<file path="src/rtl/mat_rd_arbiter.sv">
// mat_rd_arbiter: round-robin arbiter sharing the matrix RAM read port between display and ops requesters,
// streaming each granted burst out with valid/ready backpressure.
module mat_rd_arbiter #(
  parameter int MAX_MATRICES = 10,
  parameter int MAX_ELEMENTS = 25,
  parameter int DATA_W       = 8,
  parameter int ADDR_W       = 8
) (
  input  logic              clk,
  input  logic              rst,
  input  logic [1:0]        req,
  input  logic [3:0]        req_id0,
  input  logic [4:0]        req_len0,
  input  logic [3:0]        req_id1,
  input  logic [4:0]        req_len1,
  input  logic              abort,
  output logic [1:0]        grant,
  output logic              busy,
  output logic              err,
  output logic              err_src,
  output logic              ram_rd_en,
  output logic [ADDR_W-1:0] ram_addr,
  input  logic [DATA_W-1:0] ram_rdata,
  output logic [DATA_W-1:0] rd_data,
  output logic              rd_valid,
  input  logic              rd_ready,
  output logic              rd_last
);
  localparam logic [3:0] ID_LIM  = 4'(MAX_MATRICES);
  localparam logic [4:0] LEN_LIM = 5'(MAX_ELEMENTS);
  typedef enum logic {IDLE, BURST} state_t;
  state_t            state_q, state_d;
  logic [1:0]        grant_q, grant_d;
  logic              err_q, err_d, err_src_q, err_src_d;
  logic              rd_valid_q, rd_valid_d, rr_q, rr_d;
  logic [4:0]        idx_q, idx_d, len_q, len_d;
  logic [ADDR_W-1:0] base_q, base_d;
  logic              in_burst, acc, fin, sel, sel_ok;
  logic [3:0]        sel_id;
  logic [4:0]        sel_len;
  assign in_burst = state_q == BURST;
  assign acc      = rd_valid_q & rd_ready;
  assign rd_last  = rd_valid_q & (idx_q == len_q - 5'd1);
  assign fin      = acc & rd_last;
  // rr_q holds the last selected requester; on contention the other one wins
  assign sel      = (req == 2'b11) ? ~rr_q : req[1];
  assign sel_id   = sel ? req_id1 : req_id0;
  assign sel_len  = sel ? req_len1 : req_len0;
  assign sel_ok   = (sel_id < ID_LIM) && (sel_len != 5'd0) && (sel_len <= LEN_LIM);
  // address runs one ahead on accept so the next element lands as the current one is taken
  assign ram_rd_en = in_burst & ~fin & ~abort;
  assign ram_addr  = in_burst ? base_q + ADDR_W'(idx_q) + ADDR_W'(acc) : '0;
  assign rd_data   = ram_rdata;
  assign rd_valid  = rd_valid_q;
  assign grant     = grant_q;
  assign busy      = grant_q != 2'b00;
  assign err       = err_q;
  assign err_src   = err_src_q;
  always_comb begin
    state_d    = state_q;
    grant_d    = grant_q;
    err_d      = 1'b0;
    err_src_d  = err_src_q;
    rd_valid_d = rd_valid_q;
    rr_d       = rr_q;
    idx_d      = idx_q;
    len_d      = len_q;
    base_d     = base_q;
    if (!in_burst) begin
      if (req != 2'b00) begin
        rr_d      = sel;
        err_d     = ~sel_ok;
        err_src_d = sel;
        if (sel_ok) begin
          state_d    = BURST;
          grant_d    = sel ? 2'b10 : 2'b01;
          idx_d      = 5'd0;
          rd_valid_d = 1'b0;
          base_d     = ADDR_W'(sel_id) * ADDR_W'(MAX_ELEMENTS);
          len_d      = sel_len;
        end
      end
    end else begin
      idx_d      = idx_q + 5'(acc);
      rd_valid_d = ~fin & ~abort;
      state_d    = (fin | abort) ? IDLE : BURST;
      grant_d    = (fin | abort) ? 2'b00 : grant_q;
    end
  end
  always_ff @(posedge clk) begin
    if (rst) begin
      state_q    <= IDLE;
      grant_q    <= 2'b00;
      err_q      <= 1'b0;
      err_src_q  <= 1'b0;
      rd_valid_q <= 1'b0;
      rr_q       <= 1'b1;
      idx_q      <= 5'd0;
      len_q      <= 5'd0;
      base_q     <= '0;
    end else begin
      state_q    <= state_d;
      grant_q    <= grant_d;
      err_q      <= err_d;
      err_src_q  <= err_src_d;
      rd_valid_q <= rd_valid_d;
      rr_q       <= rr_d;
      idx_q      <= idx_d;
      len_q      <= len_d;
      base_q     <= base_d;
    end
  end
endmodule

</file>
<file path="config.mk">
export PLATFORM = sky130hd
export DESIGN_NAME = mat_rd_arbiter
export DESIGN_NICKNAME = d
export VERILOG_FILES = /design/src/rtl/mat_rd_arbiter.sv
export SDC_FILE = /design/constraint.sdc
export NUM_CORES = 1
export LEC_CHECK = 0
export CAP_MARGIN = 25
export CORE_ASPECT_RATIO = 1.5
export CORE_UTILIZATION = 48
export DETAILED_ROUTE_END_ITERATION = 12
export PLACE_DENSITY = 0.93
export SETUP_SLACK_MARGIN = 0.4
export SLEW_MARGIN = 0
export SYNTH_ARGS = -nofsm -noshare
export SYNTH_HDL_FRONTEND = slang
export SYNTH_SLANG_ARGS = --single-unit
</file>
<file path="constraint.sdc">
create_clock -name clk -period 3.35 [get_ports clk]
set_input_delay 0.335 -clock clk [delete_from_list [all_inputs] [get_ports clk]]
set_output_delay 0.335 -clock clk [all_outputs]
set_load 0.01 [all_outputs]
</file>
==> impl_metrics.json <==
{
  "critical_path_class": "primary input to output pin",
  "grt_first_pass_wirelength_um": 7620,
  "crit_chain": "clkdlybuf4s50_1 -> nand2_2 -> inv_1 -> fa_2 -> a21o_1 -> a21o_1 -> a21oi_2 -> mux2i_1 -> a311o_1 -> dlygate4sd2_1",
  "fin_nets": 307,
  "ctsHoldBuffers": 0,
  "syn-num-nets": 274,
  "ys_warn_count": 0,
  "layout.cells.non_filler": 299,
  "grt_pass1_vias": 1839,
  "ant_nets": 0,
  "synth_top_area_share_pct": 26.1,
  "async_reset_ff_share_pct": 0,
  "die_area_mm2": 0.00425,
  "crit_family": "compound AO/OA/AOI/OAI gates",
  "cts_buffer_depth": 2,
  "grt_antenna_before_repair": 0,
  "setup_tns_ns": 0,
  "finalHoldViolCount": 0,
  "vias": 1827,
  "hpwl_um": 3410,
  "via_per_inst": 6.11,
  "synth_edf_count": 0,
  "synth_seq_area_share_pct": 26.1,
  "cp_common_cell": "a21o_1",
  "grt_overflow": 0,
  "finClkSkew_ns": 0.00523,
  "synthCells": 224,
  "cp_slowest_stage_delay_ns": 0.41,
  "tritoncts": "done",
  "die_w_um": 53.6,
  "row_count": 27,
  "synthTopCellsByCount": "25 x dfxtp_1, 20 x a21oi_1, 17 x inv_1",
  "power_density_mw_per_mm2": 363,
  "layout-drive-gt1-share_pct": 11.7,
  "drtIter0Drc": 69,
  "dr.pass1.iters": 4,
  "synth_cell_type_count": 51,
  "min_period_over_period_pct": 86.7,
  "antennaDiodeCount": 0,
  "path_clk_slew_ns": 0.09,
  "ir_drop_mv": 0.253,
  "place_inst": 295,
  "grt_max_degree": 23,
  "clock_sinks": 25,
  "timing_worst_slew_pin_value_ns": 0.457,
  "critPathSlowestCell": "clkdlybuf4s50_1",
  "avgSynthCellArea_um2": 8.55,
  "place_ws_ns": 0.115,
  "hold_path.class": "register to register",
  "coreArea_mm2": 0.00375,
  "rsz0062_at_grt": "true",
  "gp_congestion": 0.780,
  "timing.fmax_mhz": 344,
  "critPathCaptureType": "output pin",
  "h-tree-depth": 1,
  "routedWlPerCell_um": 15.1,
  "crit_buf_inv": 3,
  "start_kind": "primary input",
  "status": "completed",
  "numCtsBuffers": 3,
  "drc": 0,
  "initial_utilization_pct": 51.1,
  "critPathMaxFanout": 4,
  "fill_cells": 318,
  "critPathRequiredTime_ns": 3.01,
  "fin_crit_ns": 2.90,
  "die_h_um": 79.4,
  "worstPathArrival_ns": 2.57,
  "setup_viol": 0,
  "synthTopCellsByArea": "dfxtp_1 26%, ha_1 9.8%, a21oi_1 5.2%, mux2i_1 4.7%, nand3_1 3.9%",
  "timing.hold.ws_ns": 0.489,
  "power_leakage_nw": 0.932,
  "synth.most_common_cell": "dfxtp_1",
  "synthFlopType": "dfxtp_1",
  "io_pins": 56,
  "slew_headroom_pct": 69.4,
  "syn_area_mm2": 0.00192,
  "ys_seq_elements": 25,
  "clk_latency_ns": 0.27,
  "root_buffer": "clkbuf_8",
  "routed_wirelength_um": 4510,
  "cap_viol_max_count": 0,
  "synth_area_leader_cell": "dfxtp_1",
  "drv_slew": 0,
  "area_delta_synth_final_pct": 23.3,
  "grt_util_all_layers_pct": 23.7,
  "fin_ws_ns": 0.447,
  "postCtsSetupRepairBufs": 0,
  "port_buffers": 39
}
-- final timing paths --
check | start | end | slack, ns | cells past startpoint
worst max-delay path | rd_ready | ram_addr[5] | 0.45 | 10
worst min-delay path | base_q[3] | base_q[3] | 0.49 | 2
worst max register to register | rr_q | idx_q[2] | 0.87 | 9
worst min register to register | base_q[3] | base_q[3] | 0.49 | 2
-- layout by cell type (no fill, tap or decap), types with 3 or more instances in the layout --
cell / count
dfxtp_1: 25
xor2_1: 3
o21ai_0: 8
dlygate4sd2_1: 3
mux2_2: 3
ha_1: 15
clkdlybuf4s50_1: 35
inv_1: 17
nand3_1: 15
a211oi_2: 4
nand2_1: 8
clkbuf_8: 3
nand2b_1: 3
buf_4: 7
or3_1: 3
mux2i_1: 7
nor3_1: 7
a21oi_1: 19
nor2_1: 9
xnor2_1: 7
a211oi_1: 7
-- area by class of cell --
cell class	instances	area [um2]	area share [%]
inverter	18	67.6	2.86
timing repair buffer	46	434	18.4
tap	43	53.8	2.28
sequential	25	500	21.2
clock buffer	4	45.0	1.91
multi-input combinational	163	1260	53.4
-- per-layer routing --
metal | vias up | wire length (um) | share of wire (%) | track usage (%)
li1 | 867 | - | - | -
met1 | 873 | 1600 | 36 | 22.4
met2 | 64 | 2580 | 57 | 45.9
met3 | 23 | 172 | 3.8 | 3.43
met4 | 0 | 160 | 3.5 | 12.1
met5 | - | 0 | 0 | 0
-- tightest hold or removal path: stages (launching register included) --
cell	delay, ns
dfxtp_1	0.32
o21ai_0	0.07
a21oi_1	0.06
-- sequential cells by signal (all words and copies together) (netlist names) --
name      cells
in_burst      1
rd_valid      1
err_src       1
idx_q         5
err           1
base_q        8
len_q         5
grant         2
rr_q          1
-- power breakdown --
part	leakage [nW]	switching [W]	internal (W)
logic	0.704	0.000164	0.000155
registers	0.205	0.0000271	0.000327
clock network	0.0228	0.0000989	0.0000853
-- kinds of logic after synthesis --
kind of cell,count (synthesis),share of synthesized area [%]
xor+xnor,10,4.57
simple gates,62,17.0
fa+ha+maj,18,12.9
compound gates,61,23.6
flops,25,26.1
mux,12,6.47
buf+inv,36,9.27
-- timing repair --
item | 4_1_cts | 5_1_grt
resized for setup | 4 | 11
pin swaps | 0 | 1
setup endpoints to repair | 4 | 12
-- per-stage QoR --
stage,utilization (%),cell area (um2),total power (W)
global placement,61.4,2300,0.000661
floorplan,-,1920,0.000576
detailed placement,61.4,2300,0.000674
CTS,62.5,2340,0.000852
finish,63.0,2360,0.000858
global route,63.0,2360,0.000907
Note: power is estimated with default switching activity, not from simulation.
